`config.mk`:
```
export PLATFORM = sky130hd
export DESIGN_NAME = rsa_modexp_engine
export DESIGN_NICKNAME = d
export VERILOG_FILES = /design/src/rtl/rsa_modexp_engine.sv
export SDC_FILE = /design/constraint.sdc
export NUM_CORES = 1
export LEC_CHECK = 0
export ABC_AREA = 1
export CELL_PAD_IN_SITES_DETAIL_PLACEMENT = 1
export CELL_PAD_IN_SITES_GLOBAL_PLACEMENT = 1
export CORE_UTILIZATION = 44
export DETAILED_ROUTE_END_ITERATION = 8
export GPL_ROUTABILITY_DRIVEN = 0
export HOLD_SLACK_MARGIN = 0.03
export PLACE_DENSITY_LB_ADDON = 0.1
export SETUP_SLACK_MARGIN = 0.3
export SLEW_MARGIN = 20
export SYNTH_ARGS = -nofsm -noshare
export SYNTH_HDL_FRONTEND = slang
export SYNTH_SLANG_ARGS = --single-unit
```
`constraint.sdc`:
```
create_clock -name clk -period 5.12 [get_ports clk]
set_input_delay 1.536 -clock clk [delete_from_list [all_inputs] [get_ports clk]]
set_output_delay 1.536 -clock clk [all_outputs]
set_load 0.005 [all_outputs]
```
`src/rtl/rsa_modexp_engine.sv`:
```
// Modular exponentiation core: base^exponent mod modulus, computed with right-to-left
// square-and-multiply on top of a bit-serial interleaved modular multiplier.
module rsa_modexp_engine #(
  parameter int WIDTH = 16
) (
  input  logic             clk,
  input  logic             Rst,
  input  logic             Start,
  input  logic [WIDTH-1:0] base,
  input  logic [WIDTH-1:0] exponent,
  input  logic [WIDTH-1:0] modulus,
  output logic [WIDTH-1:0] Cal_val,
  output logic             Cal_done,
  output logic             Busy,
  output logic             Err
);

  localparam int CW = $clog2(WIDTH);

  typedef enum logic [2:0] {IDLE, REDUCE, CHECK, MUL, SQR, DONE} state_t;

  state_t           state, state_n;
  logic [WIDTH-1:0] m_q, e_q, b_q, r_q;
  logic [WIDTH-1:0] mm_a, mm_b;
  logic [WIDTH:0]   acc;
  logic [CW-1:0]    cnt;
  logic             last;
  logic [WIDTH:0]   m_ext, t_dbl, t_red1, t_add, step;
  logic [WIDTH-1:0] step_w;

  assign last   = (cnt == CW'(WIDTH - 1));
  assign m_ext  = {1'b0, m_q};
  assign step_w = step[WIDTH-1:0];

  // One interleaved step: double, reduce, conditionally add A, reduce.
  always_comb begin
    t_dbl  = acc << 1;
    t_red1 = (t_dbl >= m_ext) ? (t_dbl - m_ext) : t_dbl;
    t_add  = mm_b[WIDTH-1] ? (t_red1 + {1'b0, mm_a}) : t_red1;
    step   = (t_add >= m_ext) ? (t_add - m_ext) : t_add;
  end

  always_ff @(posedge clk or negedge Rst) begin
    if (!Rst) state <= IDLE;
    else      state <= state_n;
  end

  // A zero modulus routes through CHECK with e forced to 0, so Cal_done lands
  // one cycle after Start like every other completion path through CHECK.
  always_comb begin
    state_n = state;
    case (state)
      IDLE:    if (Start) state_n = (modulus == '0) ? CHECK : REDUCE;
      REDUCE:  if (last) state_n = CHECK;
      CHECK: begin
        if (e_q == '0)  state_n = DONE;
        else if (e_q[0]) state_n = MUL;
        else             state_n = SQR;
      end
      MUL:     if (last) state_n = (e_q[WIDTH-1:1] != '0) ? SQR : CHECK;
      SQR:     if (last) state_n = CHECK;
      DONE:    state_n = IDLE;
      default: state_n = IDLE;
    endcase
  end

  always_ff @(posedge clk or negedge Rst) begin
    if (!Rst) begin
      m_q     <= '0;
      e_q     <= '0;
      b_q     <= '0;
      r_q     <= '0;
      mm_a    <= '0;
      mm_b    <= '0;
      acc     <= '0;
      cnt     <= '0;
      Cal_val <= '0;
      Err     <= 1'b0;
    end else begin
      case (state)
        IDLE: begin
          if (Start) begin
            m_q  <= modulus;
            e_q  <= (modulus == '0) ? '0 : exponent;
            r_q  <= (modulus <= WIDTH'(1)) ? '0 : WIDTH'(1);
            mm_a <= WIDTH'(1);
            mm_b <= base;
            acc  <= '0;
            cnt  <= '0;
            Err  <= (modulus == '0);
          end
        end
        REDUCE, MUL, SQR: begin
          acc  <= last ? '0 : step;
          mm_b <= mm_b << 1;
          cnt  <= last ? '0 : cnt + 1'b1;
          if (last) begin
            if (state == REDUCE) begin
              // modmul(1, x) is only valid for M > 1; M == 1 must give 0.
              b_q <= (m_q == WIDTH'(1)) ? '0 : step_w;
            end else if (state == MUL) begin
              r_q <= step_w;
              if (e_q[WIDTH-1:1] != '0) begin
                mm_a <= b_q;
                mm_b <= b_q;
              end else begin
                e_q <= e_q >> 1;
              end
            end else begin
              b_q <= step_w;
              e_q <= e_q >> 1;
            end
          end
        end
        CHECK: begin
          mm_a <= e_q[0] ? r_q : b_q;
          mm_b <= b_q;
          acc  <= '0;
          cnt  <= '0;
          if (e_q == '0) Cal_val <= r_q;
        end
        default: ;
      endcase
    end
  end

  assign Cal_done = (state == DONE);
  assign Busy     = (state != IDLE);

endmodule

```
==> impl_metrics.yaml, run 1 <==
outcome:
  status: "finished, violations left"
  violations: "DRC, setup timing"
synth:
  synth_warnings: 0
  ys_types: 50
  avgSynthCellArea_um2: 6.94
  yosysSeqAreaShare: 0.353
  ys_seq_elements: 136
  synth_nets: 1491
  syn-cell-area_mm2: 0.00963
  synth_cells: 1387
routing:
  met1Wirelength_mm: 20.1
  first_pass_iters: 9
  dr_wl_met3_mm: 8.87
  top_layer: "met5"
  final_antenna_net_count: 0
  vias: 13300
  dr_wl_met2_mm: 25.9
  wl_mm: 61.8
  remaining_drc_errors: 55
  drt-wirelength-per-cell_um: 32.4
  drtIter0Drc: 1907
  vias_per_cell: 6.94
sta:
  worstMarginPinSlew_ps: 1100
  hold_viol: 0
  rsz0062_at_grt: "true"
  relSlewSlack: 0.270
  layout_worst_path_cycle_share: 1.18
  finalSetupViolations: 48
  setup_ws_ps: -900
  period_minus_slack_ps: 6020
  fin_worst_skew_ps: 20.4
  slew_violations: 0
  fmax_mhz: 166
layout:
  layout.nets: 1727
  post_route_cells_drive_above_1_share: 0.299
  layout_common_cells: "nand2_1 (352), buf_4 (175), inv_1 (173), dfrtp_1 (132), nand3_1 (81)"
  area_delta_synth_final_pct: 44.5
  n_antenna_cell: 0
  final_common_cell: "nand2_1"
  fin_area_mm2: 0.0139
  layout.cells.non_filler: 1910
clock_network:
  cts_sinks: 136
  clock_path_buffers: 2
  cts_tree: "built"
  htreeDepth: 4
  cts_hold_buf: 0
  cts_buffers: 17
  clk_pin_slew_ps: 80
  worstSkewPairLatency_ps: 480
  cts-root-buf: "clkbuf_16"
critical_path:
  max_stage_delay_ps: 440
  path_buf_inv: 6
  cp_slowest_cell: "dfrtp_1"
  cp_top_family: "simple AND/OR/NAND/NOR gates"
  critPathArrivalTime_ps: 6430
  cp_max_fo: 8
  worstSetupEndpointType: "register"
  crit_top_cell: "nand2_1"
  critPathKind: "reg -> reg"
  startpoint_type: "register"
  cp.required_ps: 5530
placed_design:
  pre_cts_ws_ps: -281
  dp_hpwl_mm: 28.2
  port-buffer-count: 69
  dpl.cell_count: 1803
  placed_area_mm2: 0.0113
global_routing:
  grt_pass1_vias: 12500
  grt_max_degree: 102
  antenna_found_initial: 5
  track_usage: 0.441
  grt_first_pass_wirelength_mm: 73.4
  grt_overflow: 0
floorplanning:
  die_w_um: 150
  fp-row-count: 53
  core_area_mm2: 0.0212
  ios: 70
  start_util: 0.454
  dieArea_mm2: 0.0225
  die_y_um: 150
flow_run:
  maxCapViolCount: 0
hold_path:
  hold_class: "reg -> reg"
[through the flow]
stage	utilization	hold WS (ps)	setup TNS (ps)
finish	0.656	487	-34920
global route	0.656	525	-43120
CTS	0.611	484	0
detailed placement	0.534	466	-8880
global placement	0.534	466	-196
floorplan	-	449	0
[logic make-up (layout without fill, tap and decap cells)]
| kind of cell | Yosys count | count (layout) | synth area share |
|---|---|---|---|
| and+or+nand+nor | 705 | 706 | 0.315 |
| buffers and inverters | 242 | 489 | 0.0992 |
| AOI/OAI and AO/OA | 222 | 222 | 0.133 |
| DFF | 136 | 136 | 0.353 |
| adders and majority gates | 53 | 53 | 0.0712 |
| xor gates and xnor gates | 25 | 25 | 0.0227 |
| muxes | 4 | 4 | 0.00468 |
[Yosys cell counts (all sizes together)]
cell type  number  area (um2)
nand2         438        1720
inv           195         732
dfrtp         136        3400
nand3         131         656
nor2           89         362
a21oi          86         442
o21ai          69         345
ha             50         626
a22oi          25         188
clkbuf         23        86.3
buf            21         125
nand4          16         106
xnor2          15         131
a31oi          14        87.6
nor3           10        55.1
xor2           10        87.6
a221oi          9        78.8
nor4            7        43.8
nand3b          6        45.0
o22ai           6        37.5
and2            4        25.0
mux2            4        45.0
a21o            3        22.5
clkinv          3        11.3
fa              3        60.1
or2             3        18.8
a211oi          2        15.0
a21boi          2        18.8
a22o            1        8.76
a32o            1        10.0
nor3b           1        7.51
o211ai          1        7.51
o21a            1        7.51
o21bai          1        7.51
o41ai           1        8.76
[worst paths after layout]
check	depth (start not counted)	endpoint	from	slack, ps
worst min register to register	2	m_q[8]	m_q[8]	490
worst max register to register	33	acc[10]	m_q[14]	-900
worst max-delay path	33	acc[10]	m_q[14]	-900
min in group asynchronous	1	acc[13]	Rst	940
max in group asynchronous	3	e_q[2]	Rst	3100
worst min-delay path	2	m_q[8]	m_q[8]	490
[final cells by class]
cell class                 count  area [um2]
fill                        2601        7310
multi-input combinational   1010        6610
timing repair buffer         260        2210
sequential                   136        3410
clock buffer                  17         425
inverter                     198         748
clock inverter                14         160
tap                          275         344
[timing repair]
action | CTS | global route
gates cloned | 1 | 0
gates resized for setup | 119 | 180
pin swaps | 31 | 67
endpoints found under the setup margin | 48 | 48
setup buffers | 60 | 14
[worst register-to-register path: cells and delay by family, from the launching register on]
kind | cells | cell delay (ps)
adder cells (fa/ha/maj) | 3 | 770
AND/OR/NAND/NOR | 17 | 2460
AO/OA/AOI/OAI | 7 | 1240
buffers and inverters | 6 | 1020
flip-flops | 1 | 440
[layer usage]
| metal | GRT usage | vias up |
|---|---|---|
| li1 | - | 4975 |
| met1 | 0.522 | 6293 |
| met2 | 0.712 | 1361 |
| met3 | 0.0970 | 626 |
| met4 | 0.303 | 4 |
| met5 | 0 | - |
[registers in the layout (all words and copies together), names as in the netlist]
register and count:
mm_a 16, mm_b 16, b_q 16, m_q 16
state 3, acc 16, e_q 16, Cal_val 16
cnt 4, r_q 16, Err 1
Power of run 1 is left out: the tool's default activity adds up to more than one toggle a clock period on the data nets, which glitch-free logic cannot reach.
==> run 2, diff against run 1 <==
GPL_TIMING_DRIVEN = 1   (was not set)
HOLD_SLACK_MARGIN = 0.08   (was 0.03)
==> results of run 2 <==
No change in the layout: final DEF, timing and power equal those of run 1.
Power of run 2 is left out for the same reason.
